==> src/rtl/mem_pkg.sv <==
// Shared definitions for the load/store unit: MIPS memory opcodes, access sizes,
// FSM states and the small decode helpers used by the datapath.
package mem_pkg;

    localparam logic [5:0] OPC_LB  = 6'b100000;
    localparam logic [5:0] OPC_LH  = 6'b100001;
    localparam logic [5:0] OPC_LW  = 6'b100011;
    localparam logic [5:0] OPC_LBU = 6'b100100;
    localparam logic [5:0] OPC_LHU = 6'b100101;
    localparam logic [5:0] OPC_SB  = 6'b101000;
    localparam logic [5:0] OPC_SH  = 6'b101001;
    localparam logic [5:0] OPC_SW  = 6'b101011;

    typedef enum logic [5:0] {
        OP_LB  = OPC_LB,
        OP_LH  = OPC_LH,
        OP_LW  = OPC_LW,
        OP_LBU = OPC_LBU,
        OP_LHU = OPC_LHU,
        OP_SB  = OPC_SB,
        OP_SH  = OPC_SH,
        OP_SW  = OPC_SW
    } mem_op_t;

    typedef enum logic [1:0] {
        SZ_NONE,
        SZ_BYTE,
        SZ_HALF,
        SZ_WORD
    } access_size_t;

    typedef enum logic {
        ST_IDLE,
        ST_RMW_WR
    } lsu_state_t;

    function automatic logic is_load(input logic [5:0] op);
        return op inside {OP_LB, OP_LH, OP_LW, OP_LBU, OP_LHU};
    endfunction

    function automatic logic is_store(input logic [5:0] op);
        return op inside {OP_SB, OP_SH, OP_SW};
    endfunction

    // Unknown opcodes map to SZ_NONE, which the unit treats as "no access".
    function automatic access_size_t access_size(input logic [5:0] op);
        case (op)
            OPC_LB, OPC_LBU, OPC_SB: return SZ_BYTE;
            OPC_LH, OPC_LHU, OPC_SH: return SZ_HALF;
            OPC_LW, OPC_SW:          return SZ_WORD;
            default:                 return SZ_NONE;
        endcase
    endfunction

endpackage

==> src/rtl/byte_lane_merge.sv <==
// Little-endian lane helper: extracts and extends a byte/half for loads, and
// splices the low byte/half of store data into a word for read-modify-write.
module byte_lane_merge
    import mem_pkg::*;
(
    input  logic [31:0]  word,
    input  logic [1:0]   lane,
    input  access_size_t size,
    input  logic         sign_ext,
    input  logic [15:0]  store_val,
    output logic [31:0]  load_ext,
    output logic [31:0]  merged
);

    logic [4:0]  byte_shift;
    logic [4:0]  half_shift;
    logic [7:0]  sel_byte;
    logic [15:0] sel_half;

    // NOTE: every output of a combinational block gets a default first, so no path leaves it unassigned and no latch is inferred.
    always_comb begin
        byte_shift = {lane, 3'b000};
        half_shift = {lane[1], 4'b0000};
        sel_byte   = 8'(word >> byte_shift);
        sel_half   = 16'(word >> half_shift);
        load_ext   = word;
        merged     = word;
        case (size)
            SZ_BYTE: begin
                load_ext = {{24{sign_ext & sel_byte[7]}}, sel_byte};
                merged   = (word & ~(32'h0000_00FF << byte_shift))
                         | ({24'b0, store_val[7:0]} << byte_shift);
            end
            SZ_HALF: begin
                load_ext = {{16{sign_ext & sel_half[15]}}, sel_half};
                merged   = (word & ~(32'h0000_FFFF << half_shift))
                         | ({16'b0, store_val} << half_shift);
            end
            default: ;
        endcase
    end

endmodule

==> src/rtl/load_store_unit.sv <==
// Memory-stage load/store unit in front of a word-wide data memory: aligned
// loads with extension, direct SW, and SB/SH as a two-cycle read-modify-write.
module load_store_unit
    import mem_pkg::*;
#(
    parameter int MEM_WORDS = 1024
) (
    input  logic        clk,
    input  logic        reset,
    input  logic        req,
    input  logic [5:0]  op,
    input  logic [31:0] addr,
    input  logic [31:0] storeData,
    output logic        busy,
    output logic [31:0] loadData,
    output logic        loadValid,
    output logic        misaligned,
    output logic [31:0] memAddr,
    output logic [31:0] memWriteData,
    output logic        MemWrite,
    output logic        MemRead,
    input  logic [31:0] memReadData
);

    if (MEM_WORDS < 1) begin : g_bad_depth
        $error("load_store_unit: MEM_WORDS must be positive");
    end

    lsu_state_t   state, next_state;
    access_size_t size;
    logic         mis, go, go_load, go_sw, go_rmw;
    logic [29:0]  rmw_addr;
    logic [31:0]  rmw_data;
    logic [31:0]  load_ext, merged;

    always_comb begin
        size    = access_size(op);
        mis     = req && state == ST_IDLE
                  && ((size == SZ_WORD && addr[1:0] != 2'b00)
                   || (size == SZ_HALF && addr[0]));
        go      = req && state == ST_IDLE && size != SZ_NONE && !mis;
        go_load = go && is_load(op);
        go_sw   = go && op == OP_SW;
        go_rmw  = go && is_store(op) && size != SZ_WORD;
    end

    byte_lane_merge u_lane (
        .word      (memReadData),
        .lane      (addr[1:0]),
        .size      (size),
        .sign_ext  (op == OP_LB || op == OP_LH),
        .store_val (storeData[15:0]),
        .load_ext  (load_ext),
        .merged    (merged)
    );

    // NOTE: sequential state is always updated with non-blocking assignments so every register samples pre-edge values.
    always_ff @(posedge clk) begin
        if (reset) state <= ST_IDLE;
        else       state <= next_state;
    end

    always_comb begin
        next_state = state;
        case (state)
            ST_IDLE:   if (go_rmw) next_state = ST_RMW_WR;
            ST_RMW_WR: next_state = ST_IDLE;
            default:   next_state = ST_IDLE;
        endcase
    end

    always_comb begin
        MemRead      = 1'b0;
        MemWrite     = 1'b0;
        busy         = 1'b0;
        memAddr      = {addr[31:2], 2'b00};
        memWriteData = storeData;
        case (state)
            ST_IDLE: begin
                MemRead  = go_load || go_rmw;
                MemWrite = go_sw;
                busy     = go_rmw;
            end
            ST_RMW_WR: begin
                MemWrite     = 1'b1;
                memAddr      = {rmw_addr, 2'b00};
                memWriteData = rmw_data;
            end
            default: ;
        endcase
        // Reset wins even mid-RMW so a half-finished merge never reaches memory.
        if (reset) begin
            MemRead  = 1'b0;
            MemWrite = 1'b0;
            busy     = 1'b0;
        end
    end

    always_ff @(posedge clk) begin
        if (reset) begin
            loadData   <= 32'b0;
            loadValid  <= 1'b0;
            misaligned <= 1'b0;
        end else begin
            loadValid  <= go_load;
            misaligned <= mis;
            if (go_load) loadData <= load_ext;
        end
    end

    // NOTE: the RMW capture registers are deliberately not reset; they are only read in RMW_WR, which is always entered through a capture.
    always_ff @(posedge clk) begin
        if (go_rmw) begin
            rmw_addr <= addr[31:2];
            rmw_data <= merged;
        end
    end

endmodule

==> config.mk <==
export PLATFORM = sky130hd
export DESIGN_NAME = load_store_unit
export DESIGN_NICKNAME = d
export VERILOG_FILES = /design/src/rtl/mem_pkg.sv /design/src/rtl/byte_lane_merge.sv /design/src/rtl/load_store_unit.sv
export SDC_FILE = /design/constraint.sdc
export NUM_CORES = 1
export LEC_CHECK = 0
export BUFFER_PORTS_ARGS = -buffer_cell sky130_fd_sc_hd__buf_2
export CORE_AREA = 3 3 109 111
export DETAILED_ROUTE_END_ITERATION = 6
export DIE_AREA = 0 0 112 114
export HOLD_SLACK_MARGIN = 0.06
export PLACE_DENSITY = 0.87
export SLEW_MARGIN = 20
export SYNTH_ARGS = -nofsm -noshare
export SYNTH_HDL_FRONTEND = slang
export SYNTH_SLANG_ARGS = --single-unit
==> constraint.sdc <==
create_clock -name clk -period 9.3 [get_ports clk]
set_clock_uncertainty 0.2 [all_clocks]
set_input_delay 1.395 -clock clk [delete_from_list [all_inputs] [get_ports clk]]
set_output_delay 1.395 -clock clk [all_outputs]
set_load 0.02 [all_outputs]
# Word-level counts from Yosys, hierarchy flattened
# Cells that the tools add are included.
# totals
word_cells,67
register_bits,97
output_inout_bits,101
# classes
reduce_logical,21
bitwise_logic,9
n_shift,6
n_mux,13
n_eq_ne,12
# ops
cell,n
$pmux 32 s2,2
$and 32x32->32,2
$mux 32,2
$not 32->32,2
$or 32x32->32,2
$eq 6x6->1 const B,8
$shl 16x5->32,1
$shl 16x5->32 const A,1
$shl 8x5->32,1
$shl 8x5->32 const A,1
$shr 32x5->16,1
$shr 32x5->8,1
$logic_and 1x1->1,10
$mux 1,6
$pmux 2 s3,1
$reduce_or 3->1,2
$reduce_bool 5->1,1
$eq 2x2->1 const B,2
$pmux 1 s2,2
$reduce_bool 2->1,2
$logic_or 1x1->1,3
$reduce_bool 3->1,1
$and 1x1->1,2
$eq 2x1->1 const B,1
4 further kinds,4

# Logic depth before layout (Yosys ltp)
# Gate-level depths: netlist (run 1).
# depth
word_depth,14
depth_mapped,12
ltp_nobuf,9

# Cells and area by module
# From an unflattened synthesis (run 1), not the netlist that was laid out.
# unflattened
hier_cells,602
area_unflattened_um2,6112.1
# by_module_without_submodules
module,n_inst,cells_each,seq_area_each_um2,area_each_um2
load_store_unit,1,326,2562.5,4309.1
byte_lane_merge,1,276,0.0,1803.0

# Worst setup path after synthesis (run 1)
# OpenSTA, ideal clock, no wires.
# synth_timing
path_type,input-to-reg
startpoint,in op[4]
endpoint,"reg rmw_addr[0], enable pin"
arrival_ns,7.637
path_buffers,3
t_required_ns,8.542
cell_stages,11
setup_time_ns,0.558
setup_slack_ns,0.905
cell_sequence,nand2b_2 > a211oi_4 > buf_2 > o21ai_0 > ha_1 > nor3b_1 > and3_1 > buf_2 > buf_2 > nand2_1 > nor3_1
# synth_between
elab_chain_cells,11
# synth_lines
element,line_no,text
from (decl),load_store_unit.sv:11,"input logic [5:0] op,"
$eq 6x6->1 (on tied branches),"mem_pkg.sv:47, mem_pkg.sv:42",
$reduce_or 3->1 / $reduce_or 2->1 (equally long branches),mem_pkg.sv:47,case (op)
$pmux 2 s3,mem_pkg.sv:47,
$eq 2x2->1 (on tied branches),"load_store_unit.sv:39, load_store_unit.sv:40",
$logic_and 1x1->1 (on tied branches),"load_store_unit.sv:39, load_store_unit.sv:40",
$logic_or 1x1->1,load_store_unit.sv:40,|| (size == SZ_HALF && addr[0]));
$logic_and 1x1->1,load_store_unit.sv:39,&& ((size == SZ_WORD && addr[1:0] != 2'b00)
$logic_not 1->1,load_store_unit.sv:41,go = req && state == ST_IDLE && size != SZ_NONE && !mis;
$logic_and 1x1->1,load_store_unit.sv:41,
$logic_and 1x1->1,load_store_unit.sv:44,go_rmw = go && is_store(op) && size != SZ_WORD;
$logic_and 1x1->1 (*),load_store_unit.sv:44,
to (signal assigned),load_store_unit.sv:114,rmw_addr <= addr[31:2];
to (decl),load_store_unit.sv:32,logic [29:0] rmw_addr;
# Mark *: on every way between the ends. The rest lies on a longest branch, timed or not.
# A chain may end at the register's enable or synchronous reset.

# Final worst setup path (run 1)
# layout_timing
startpoint,in op[4]
endpoint,out MemRead
# layout_between
elab_chain_cells,14
# layout_lines
element,line_no,text
$eq 6x6->1 (on tied branches),"mem_pkg.sv:38, mem_pkg.sv:47, mem_pkg.sv:42",
$reduce_or 3->1 / $reduce_or 2->1 (equally long branches),mem_pkg.sv:47,
$pmux 2 s3,mem_pkg.sv:47,
$eq 2x2->1 (on tied branches),"load_store_unit.sv:39, load_store_unit.sv:40",
$logic_and 1x1->1 (on tied branches),"load_store_unit.sv:39, load_store_unit.sv:40",
$logic_or 1x1->1,load_store_unit.sv:40,
$logic_and 1x1->1,load_store_unit.sv:39,
$logic_not 1->1,load_store_unit.sv:41,
$logic_and 1x1->1,load_store_unit.sv:41,
$logic_and 1x1->1 (2 in a row),load_store_unit.sv:44,
$logic_or 1x1->1 (*),load_store_unit.sv:80,MemRead = go_load || go_rmw;
$mux 1 (*),load_store_unit.sv:78,case (state)
$mux 1 (*),load_store_unit.sv:92,if (reset) begin
to (decl),load_store_unit.sv:21,"output logic MemRead,"
# Marks and branches as above.

==> reports/qor.csv, run 1 <==
metric;value;unit
finalHoldViolations;0;
ff2ff_path_depth;5;
clk_pin_slew;0.10;ns
first_iter_violations;696;
die-height;114;um
synth_edf_count;62;
switching_power;249;uW
synthTopCellsByCount;62 x edfxtp_1, 62 x mux2_2, 45 x nand2_1;
dr.pass1.iters;5;
period_share;0.736;
die_x;112;um
antenna_found_initial;2;
clock_latency;0.37;ns
drt-total-wl;16800;um
num_io_pins;206;
avgViaCountPerCell;6.00;
start_kind;input port;
drive_above_1_share;0.442;
grt_use_met1;0.353;
pwr-share-seq;0.532;
gp_congestion;0.915;
initial_core_util;0.502;
final_antenna_net_count;0;
cts_root_buf;clkbuf_8;
worst_slew_pin_slew;1.11;ns
status;finished clean;
syn-cell-area;5470;um^2
nets;787;
ys_ff_latch;97;
syn_avg_cell_area;10.8;um^2
grt_first_pass_wirelength;25600;um
htree_levels;3;
p_clk_frac;0.279;
yosys_warnings;0;
postSynthCellCount;504;
numCtsBuffers;9;
min_period;6.85;ns
cts_max_path_buffers;2;
hp-start;loadData[16];
reg2reg_slack;6.16;ns
seq_area_frac_synth;0.469;
die-area;12800;um^2
hold_path_end;loadData[16];
synth.largest_area_cell;edfxtp_1;
grt_util_met3;0.0562;
setup_viol;0;
ctsHoldBuffers;0;
maxSlewViolCount;0;
core.rowCount;38;
use_met2;0.394;
grt_overflow;0;
cts.sink_count;97;
netlist_top_cells_area;edfxtp_1 34%, dfxtp_1 13%, mux2_2 13%;
r2r_start;state;
grt_use_total;0.255;
hold-path-cell-count;2;
path_class;input port to primary output;
synth.top_cell.area_share;0.341;
grt_max_degree;70;
max-slew-margin-rel;0.257;
hpwl;12000;um
vias;4949;
timing.rr.end;rmw_data[9];
p_comb_frac;0.189;
cts_tree;done;
maxCapViolations;0;
grt_pass1_vias;4612;
end_kind;primary output;
async_flop_share;0;
p_leak;0.00277;uW
synthFlopType;edfxtp_1;
cts_setup_buffers;0;
pwr_density_cell;131;nW/um^2
synth_cell_types;49;
swShare;0.287;
drc;0;
finalSetupTns;0;ns
numPortBuffers;203;
crit_required;7.71;ns
hp-class;flop to flop;
power.internal;618;uW
fin_hold_ws;0.330;ns
post_cts_resized;0;
peakVddDrop;0.0694;mV
coreArea;10900;um^2
rsz0062_at_grt;no;
totalPowerFinal;868;uW
wl_per_cell;20.4;um
grt-busiest-layer;met2;
max_freq;146;MHz
area_growth;21.4;%
cp.arrival;5.25;ns
path_max_fanout;27;
critical path: stages:
cell	delay (ns)
buf_2	0.09
nand2b_2	0.25
a211oi_4	0.94
o21ai_0	0.34
ha_1	0.47
nand2_1	0.17
and3_1	0.84
nand2_1	0.24
o32ai_1	0.30
buf_2	0.21
flip-flops by register name (all words and copies together), names as in the netlist:
signal,flops
loadData,32
loadValid,1
misaligned,1
rmw_addr,30
rmw_data,32
state,1
how the worst max path moves through the flow:
stage	cells after the start	end	from	slack, ns
floorplan	11	rmw_addr[0]	op[4]	0.90
global placement	10	MemRead	op[4]	2.88
detailed placement	10	MemRead	op[4]	2.62
CTS	10	MemRead	op[4]	2.60
global route	10	MemRead	op[4]	2.21
finish	10	MemRead	op[4]	2.45
cell families after synthesis:
kind of cell,Yosys count,synth area share
flops,97,0.469
buf+inv,52,0.0462
other cells,1,0.000686
compound gates,177,0.236
mux,73,0.148
xor+xnor,1,0.00160
simple gates,99,0.0895
fa+ha+maj,4,0.00916
power by group through the flow:
stage / Sequential [uW] / Combinational (uW) / Clock, uW
3_3_place_gp: 471 / 157 / 0
3_5_place_dp: 471 / 160 / 0
4_1_cts: 461 / 161 / 248
5_1_grt: 462 / 176 / 268
2_1_floorplan: 472 / 95.6 / 0
6_report: 461 / 164 / 242
routing by layer:
metal | routed length (um) | part of all wire
met5 | 0 | 0
met4 | 430 | 0.026
met3 | 1550 | 0.092
met2 | 7870 | 0.47
met1 | 6970 | 0.41
metrics by stage:
stage / cells / area (um^2) / util / setup slack, ns
after floorplan: 505 / 5470 / - / 0.905
after global placement: 807 / 6470 / 0.594 / 2.88
after detailed placement: 807 / 6470 / 0.594 / 2.62
after CTS: 823 / 6630 / 0.609 / 2.60
after global routing: 825 / 6640 / 0.610 / 2.21
final: 825 / 6640 / 0.610 / 2.45
placed cells by master, fill, tap and decap left out, drive strengths merged, types with 3 or more instances in the layout:
cell type / synthesis / final
buf: 27 / 207
mux2: 62 / 62
edfxtp: 62 / 62
nand2: 46 / 46
dfxtp: 35 / 35
a21oi: 32 / 32
o21ai: 32 / 32
nor2: 22 / 22
a22o: 21 / 21
a211oi: 18 / 18
nor2b: 16 / 16
a31oi: 15 / 15
a22oi: 14 / 14
mux2i: 11 / 11
o221ai: 11 / 11
clkbuf: 18 / 10
inv: 7 / 9
o211a: 8 / 8
a311oi: 8 / 8
o221a: 7 / 7
nand2b: 5 / 5
o22ai: 4 / 4
ha: 4 / 4
clkinv: 0 / 3
final cells by class:
| cell class | count | area (um^2) |
|---|---|---|
| sequential | 97 | 2560 |
| inverter | 7 | 26.3 |
| multi-input combinational | 356 | 2660 |
| clock inverter | 6 | 33.8 |
| antenna | 2 | 5.00 |
| timing repair buffer | 207 | 1050 |
| fill | 898 | 4250 |
| clock buffer | 10 | 128 |
| tap | 140 | 175 |
No activity file was read; power rests on OpenSTA's default activity.
==> run 2: changes to the inputs <==
- ABC_AREA: default -> 1
- CORE_AREA: 3 3 109 111 -> 3 3 117 119
- DIE_AREA: 0 0 112 114 -> 0 0 120 122
- PLACE_DENSITY: 0.87 -> 0.85
- clock period: 9.3 -> 7 ns (I/O delays scaled with it)
==> reports/qor.csv, run 2 <==
metric;value;unit;change
p_leak;0.00403;uW;was 0.00277 uW
numCtsBuffers;9;;unchanged
synthTopCellsByCount;466 x nand2_1, 82 x nor2_1, 78 x inv_1;;was 62 x edfxtp_1, 62 x mux2_2, 45 x nand2_1
end_kind;primary output;;unchanged
timing.rr.end;rmw_addr[16];;was rmw_data[9]
rsz0062_at_grt;no;;unchanged
cts_root_buf;clkbuf_16;;was clkbuf_8
seq_area_frac_synth;0.405;;was 0.469
yosys_warnings;0;;unchanged
initial_core_util;0.500;;was 0.502
crit_required;5.75;ns;was 7.71 ns
layout_commonest_cell;nand2_1;;was buf_2
die-area;14600;um^2;was 12800 um^2
syn-cell-area;6330;um^2;was 5470 um^2
drive_above_1_share;0.212;;was 0.442
start_kind;input port;;unchanged
area_growth;20.4;%;was 21.4%
num_io_pins;206;;unchanged
min_period;5.42;ns;
synth.top_cell.area_share;0.294;;was 0.341
cts.sink_count;97;;unchanged
max_freq;184;MHz;
grt_first_pass_wirelength;30100;um;was 25600 um
syn_avg_cell_area;6.40;um^2;was 10.8 um^2
grt_use_total;0.261;;was 0.255
numPortBuffers;203;;unchanged
hp-class;flop to flop;;unchanged
synth_edf_count;62;;unchanged
r2r_start;state;;unchanged
hp-start;loadData[26];;was loadData[16]
totalPowerFinal;1290;uW;was 868 uW
ys_ff_latch;97;;unchanged
clk_pin_slew;0.06;ns;was 0.10 ns
maxSlewViolCount;0;;unchanged
n_fill_cell;1192;;was 898
reg_top3;loadData (32), rmw_data (32), rmw_addr (30);;unchanged
synth.largest_area_cell;edfxtp_1;;unchanged
seq_area;2560;um^2;unchanged
post_cts_resized;0;;unchanged
status;finished clean;;unchanged
cts_tree;done;;unchanged
finalHoldViolations;0;;unchanged
coreArea;12700;um^2;was 10900 um^2
vias;6866;;was 4949
netlist_top_cells_area;edfxtp_1 29%, nand2_1 28%, dfxtp_1 11%;;was edfxtp_1 34%, dfxtp_1 13%, mux2_2 13%
postSynthCellCount;990;;was 504
worst_slack;1.58;ns;was 2.45 ns
hold_path_end;loadData[26];;was loadData[16]
clock_latency;0.35;ns;was 0.37 ns
gp_congestion;0.954;;was 0.915
setup_viol;0;;unchanged
wl_per_cell;14.5;um;was 20.4 um
dr.pass1.iters;6;;was 5
async_flop_share;0;;unchanged
core.rowCount;41;;was 38
postPlaceCellArea;7360;um^2;was 6470 um^2
finalSetupTns;0;ns;unchanged
ctsHoldBuffers;0;;unchanged
final_area;7630;um^2;was 6640 um^2
ff2ff_path_depth;8;;was 5
hpwl;14200;um;was 12000 um
pre_cts_ws;1.63;ns;was 2.62 ns
reg2reg_slack;3.06;ns;was 6.16 ns
maxCapViolations;0;;unchanged
fin_hold_ws;0.310;ns;was 0.330 ns
synth.most_common_cell;nand2_1;;
grt_pass1_vias;6014;;was 4612
path_max_fanout;29;;was 27
grt_overflow;0;;unchanged
htree_levels;3;;unchanged
cp.arrival;4.17;ns;was 5.25 ns
hold-path-cell-count;4;;was 2
die-height;122;um;was 114 um
synthFlopType;edfxtp_1;;unchanged
avgViaCountPerCell;5.14;;was 6.00
grt_max_degree;92;;was 70
pwr_density_cell;170;nW/um^2;was 131 nW/um^2
path_class;input port to primary output;;unchanged
peakVddDrop;0.0890;mV;was 0.0694 mV
final_antenna_net_count;0;;unchanged
drc;0;;unchanged
worst_slew_pin_slew;0.989;ns;was 1.11 ns
antenna_found_initial;1;;was 2
multiInputGateArea;3170;um^2;was 2660 um^2
period_share;0.775;;
first_iter_violations;848;;was 696
nets;1266;;was 787
max-slew-margin-rel;0.340;;was 0.257
cts_setup_buffers;0;;unchanged
final_cell_mix;466 x nand2_1, 203 x buf_2, 82 x nor2_1;;was 203 x buf_2, 62 x mux2_2, 62 x edfxtp_1
synth_cell_types;29;;was 49
die_x;120;um;was 112 um
cts_max_path_buffers;2;;unchanged
drt-total-wl;19400;um;was 16800 um
==> run 2: layout make-up <==
class | count | area share
Multi-Input combinational cell | 750 | 0.416
Sequential cell | 97 | 0.336
Timing Repair Buffer | 211 | 0.141
Inverter | 88 | 0.0435
Clock buffer | 10 | 0.0300
Tap cell | 172 | 0.0282
Clock inverter | 6 | 0.00459
Antenna cell | 1 | 0.000328
==> run 2: how the worst max path moves through the flow <==
stage / from / end / slack, ns / cells after the start
6_report: op[1] / MemRead / 1.58 / 15
3_3_place_gp: op[0] / MemRead / 1.83 / 15
3_5_place_dp: op[1] / MemRead / 1.63 / 15
5_1_grt: op[0] / MemRead / 1.28 / 15
4_1_cts: op[1] / MemRead / 1.60 / 15
2_1_floorplan: op[0] / rmw_addr[0] / 2.49 / 14
==> run 2: where the power goes <==
| group | leakage [uW] | internal, uW | total (uW) | switching [uW] |
|---|---|---|---|---|
| clock | 0.000121 | 238 | 453 | 215 |
| combinational | 0.00307 | 71.3 | 228 | 157 |
| sequential | 0.000842 | 611 | 612 | 0.727 |
| total | 0.00403 | 920 | 1290 | 373 |
==> run 2: metrics by stage <==
stage / utilization / cells
2_1_floorplan: - / 991
3_3_place_gp: 0.581 / 1318
3_5_place_dp: 0.581 / 1318
4_1_cts: 0.602 / 1334
5_1_grt: 0.602 / 1334
6_report: 0.602 / 1335
==> run 2: cells by family after synthesis <==
logic type	Yosys count	share of synthesized area
other	1	0.000592
adder cells (fa/ha/maj)	4	0.00790
AND/OR/NAND/NOR	605	0.379
buffers and inverters	144	0.0948
AO/OA/AOI/OAI	139	0.113
flip-flops	97	0.405
==> run 2: layer usage <==
metal / vias up / GRT usage / part of all wire
met5: - / 0 / 0
met3: 47 / 0.0543 / 0.094
met1: 3015 / 0.335 / 0.41
met2: 352 / 0.421 / 0.46
li1: 3452 / - / -
met4: 0 / 0.133 / 0.038
==> run 2: worst max-delay path, cell delays in order <==
cell and delay [ns]:
buf_2 0.12, nand2_1 0.07, inv_2 0.05, nand3_1 0.07, nand2_1 0.39, o21ai_0 0.51, inv_1 0.13, ha_1 0.22
buf_4 0.24, nand2_1 0.09, nand2_1 0.10, a21oi_4 0.43, nand4_1 0.30, a21oi_1 0.21, buf_2 0.18
==> run 3: changes to the inputs <==
- ABC_AREA: 1 -> 0
- CORE_AREA: 3 3 117 119 -> 3 3 115 117
- DIE_AREA: 0 0 120 122 -> 0 0 118 120
- PLACE_DENSITY: 0.85 -> 0.83
- clock period: 7 -> 4.9 ns (I/O delays scaled with it)
==> reports/qor.csv, run 3 (synthesis gave the netlist of run 1 again) <==
metric;value;unit;change
end_kind;primary output;;unchanged
pwr-share-seq;0.484;;was 0.473
final_cell_mix;203 x buf_2, 62 x mux2_2, 62 x edfxtp_1;;was 466 x nand2_1, 203 x buf_2, 82 x nor2_1
nets;793;;was 1266
ctsHoldBuffers;0;;unchanged
worst_slew_pin_slew;0.700;ns;was 0.989 ns
hp-class;flop to flop;;unchanged
core.rowCount;41;;unchanged
grt_max_degree;58;;was 92
area_growth;24.9;%;was 20.4%
finalSetupTns;0;ns;unchanged
cts_max_path_buffers;2;;unchanged
setup_viol;0;;unchanged
start_kind;input port;;unchanged
hpwl;13000;um;was 14200 um
hold_path_end;loadData[16];;was loadData[26]
r2r_start;state;;unchanged
reg2reg_slack;2.51;ns;was 3.06 ns
p_clk_frac;0.343;;was 0.350
drive_above_1_share;0.446;;was 0.212
p_leak;0.00284;uW;was 0.00403 uW
first_iter_violations;352;;was 848
cts_setup_buffers;0;;unchanged
layout_commonest_cell;buf_2;;was nand2_1
p_comb_frac;0.173;;was 0.176
status;finished clean;;unchanged
swShare;0.265;;was 0.288
dr.pass1.iters;5;;was 6
initial_core_util;0.439;;was 0.500
coreArea;12500;um^2;was 12700 um^2
maxSlewViolCount;0;;unchanged
pwr_density_cell;265;nW/um^2;was 170 nW/um^2
period_share;0.845;;
n_fill_cell;1093;;was 1192
multiInputGateArea;2670;um^2;was 3170 um^2
grt_overflow;0;;unchanged
wl_per_cell;20.2;um;was 14.5 um
postPlaceCellArea;6560;um^2;was 7360 um^2
grt_first_pass_wirelength;26700;um;was 30100 um
numPortBuffers;203;;unchanged
hp-start;loadData[16];;was loadData[26]
die-height;120;um;was 122 um
ff2ff_path_depth;5;;was 8
switching_power;480;uW;was 373 uW
gp_congestion;0.945;;was 0.954
numCtsBuffers;9;;unchanged
power.internal;1330;uW;was 920 uW
die_x;118;um;was 120 um
n_antenna_cell;0;;was 1
path_max_fanout;16;;was 29
timing.rr.end;rmw_addr[16];;unchanged
final_antenna_net_count;0;;unchanged
cp.arrival;3.20;ns;was 4.17 ns
rsz0062_at_grt;no;;unchanged
reg_top3;loadData (32), rmw_data (32), rmw_addr (30);;unchanged
post_cts_resized;0;;unchanged
drc;0;;unchanged
antenna_found_initial;1;;unchanged
grt_use_total;0.242;;was 0.261
cts_tree;done;;unchanged
cts_root_buf;clkbuf_16;;unchanged
peakVddDrop;0.139;mV;was 0.0890 mV
min_period;4.14;ns;
htree_levels;3;;unchanged
die-area;14200;um^2;was 14600 um^2
cts.sink_count;97;;unchanged
grt_pass1_vias;4790;;was 6014
avgViaCountPerCell;5.78;;was 5.14
hold-path-cell-count;2;;was 4
vias;4973;;was 6866
finalHoldViolations;0;;unchanged
path_class;input port to primary output;;unchanged
clk_pin_slew;0.06;ns;about the same
num_io_pins;206;;unchanged
drt-total-wl;17400;um;was 19400 um
clock_latency;0.34;ns;was 0.35 ns
final_area;6830;um^2;was 7630 um^2
max_freq;242;MHz;
max-slew-margin-rel;0.532;;was 0.340
maxCapViolations;0;;unchanged
seq_area;2560;um^2;unchanged
crit_required;3.96;ns;was 5.75 ns
[run 3: cell count changes in the layout (fill, tap and decap cells not counted), moves of 21 or more]
cell     delta
mux2_2     +62
nand2_1   -421
nor2_1     -61
o21ai_1    -39
inv_1      -71
a22o_1     +21
nand3_1    -43
o21ai_0    -28
[run 3: worst max path at each step]
stage             endpoint  start  cells after the start  slack, ns
2_1_floorplan  rmw_addr[0]  op[4]                     11      0.002
3_3_place_gp       MemRead  op[4]                     11       1.03
3_5_place_dp       MemRead  op[4]                     11       0.77
4_1_cts            MemRead  op[4]                     11       0.77
5_1_grt            MemRead  op[4]                     10       0.50
6_report           MemRead  op[4]                     11       0.76
[run 3: power groups by stage]
| stage | registers, uW | clock network (uW) | logic [uW] |
|---|---|---|---|
| 2_1_floorplan | 896 | 0 | 182 |
| 3_5_place_dp | 894 | 0 | 307 |
| 5_1_grt | 876 | 672 | 338 |
| 6_report | 877 | 621 | 313 |
| 4_1_cts | 876 | 643 | 309 |
| 3_3_place_gp | 894 | 0 | 302 |
[run 3: worst max-delay path, stage by stage]
cell	delay (ns)
buf_2	0.09
nand2b_2	0.25
a211oi_4	0.47
o21ai_0	0.25
ha_1	0.25
buf_4	0.19
nand2_1	0.12
and3_1	0.25
nand2_1	0.13
o32ai_1	0.25
buf_2	0.21
[run 3: per-layer routing]
layer	GRT usage	part of all wire
met1	0.304	0.40
met2	0.397	0.48
met3	0.0584	0.092
met4	0.107	0.030
met5	0	0.00075
[run 3: cell type report]
cell class / instances / area share
clock inverter: 7 / 0.00550
tap: 172 / 0.0315
timing repair buffer: 213 / 0.160
clock buffer: 9 / 0.0330
sequential: 97 / 0.376
inverter: 7 / 0.00385
multi-input combinational: 356 / 0.391
[run 3: through the flow]
stage / setup slack [ns] / std cells / hold slack (ns) / power (uW) / util
finish: 0.761 / 861 / 0.329 / 1810 / 0.548
global route: 0.503 / 861 / 0.356 / 1890 / 0.548
CTS: 0.768 / 861 / 0.328 / 1830 / 0.548
detailed placement: 0.774 / 845 / 0.307 / 1200 / 0.526
global placement: 1.03 / 845 / 0.303 / 1200 / 0.526
floorplan: 0.00216 / 505 / 0.377 / 1080 / -
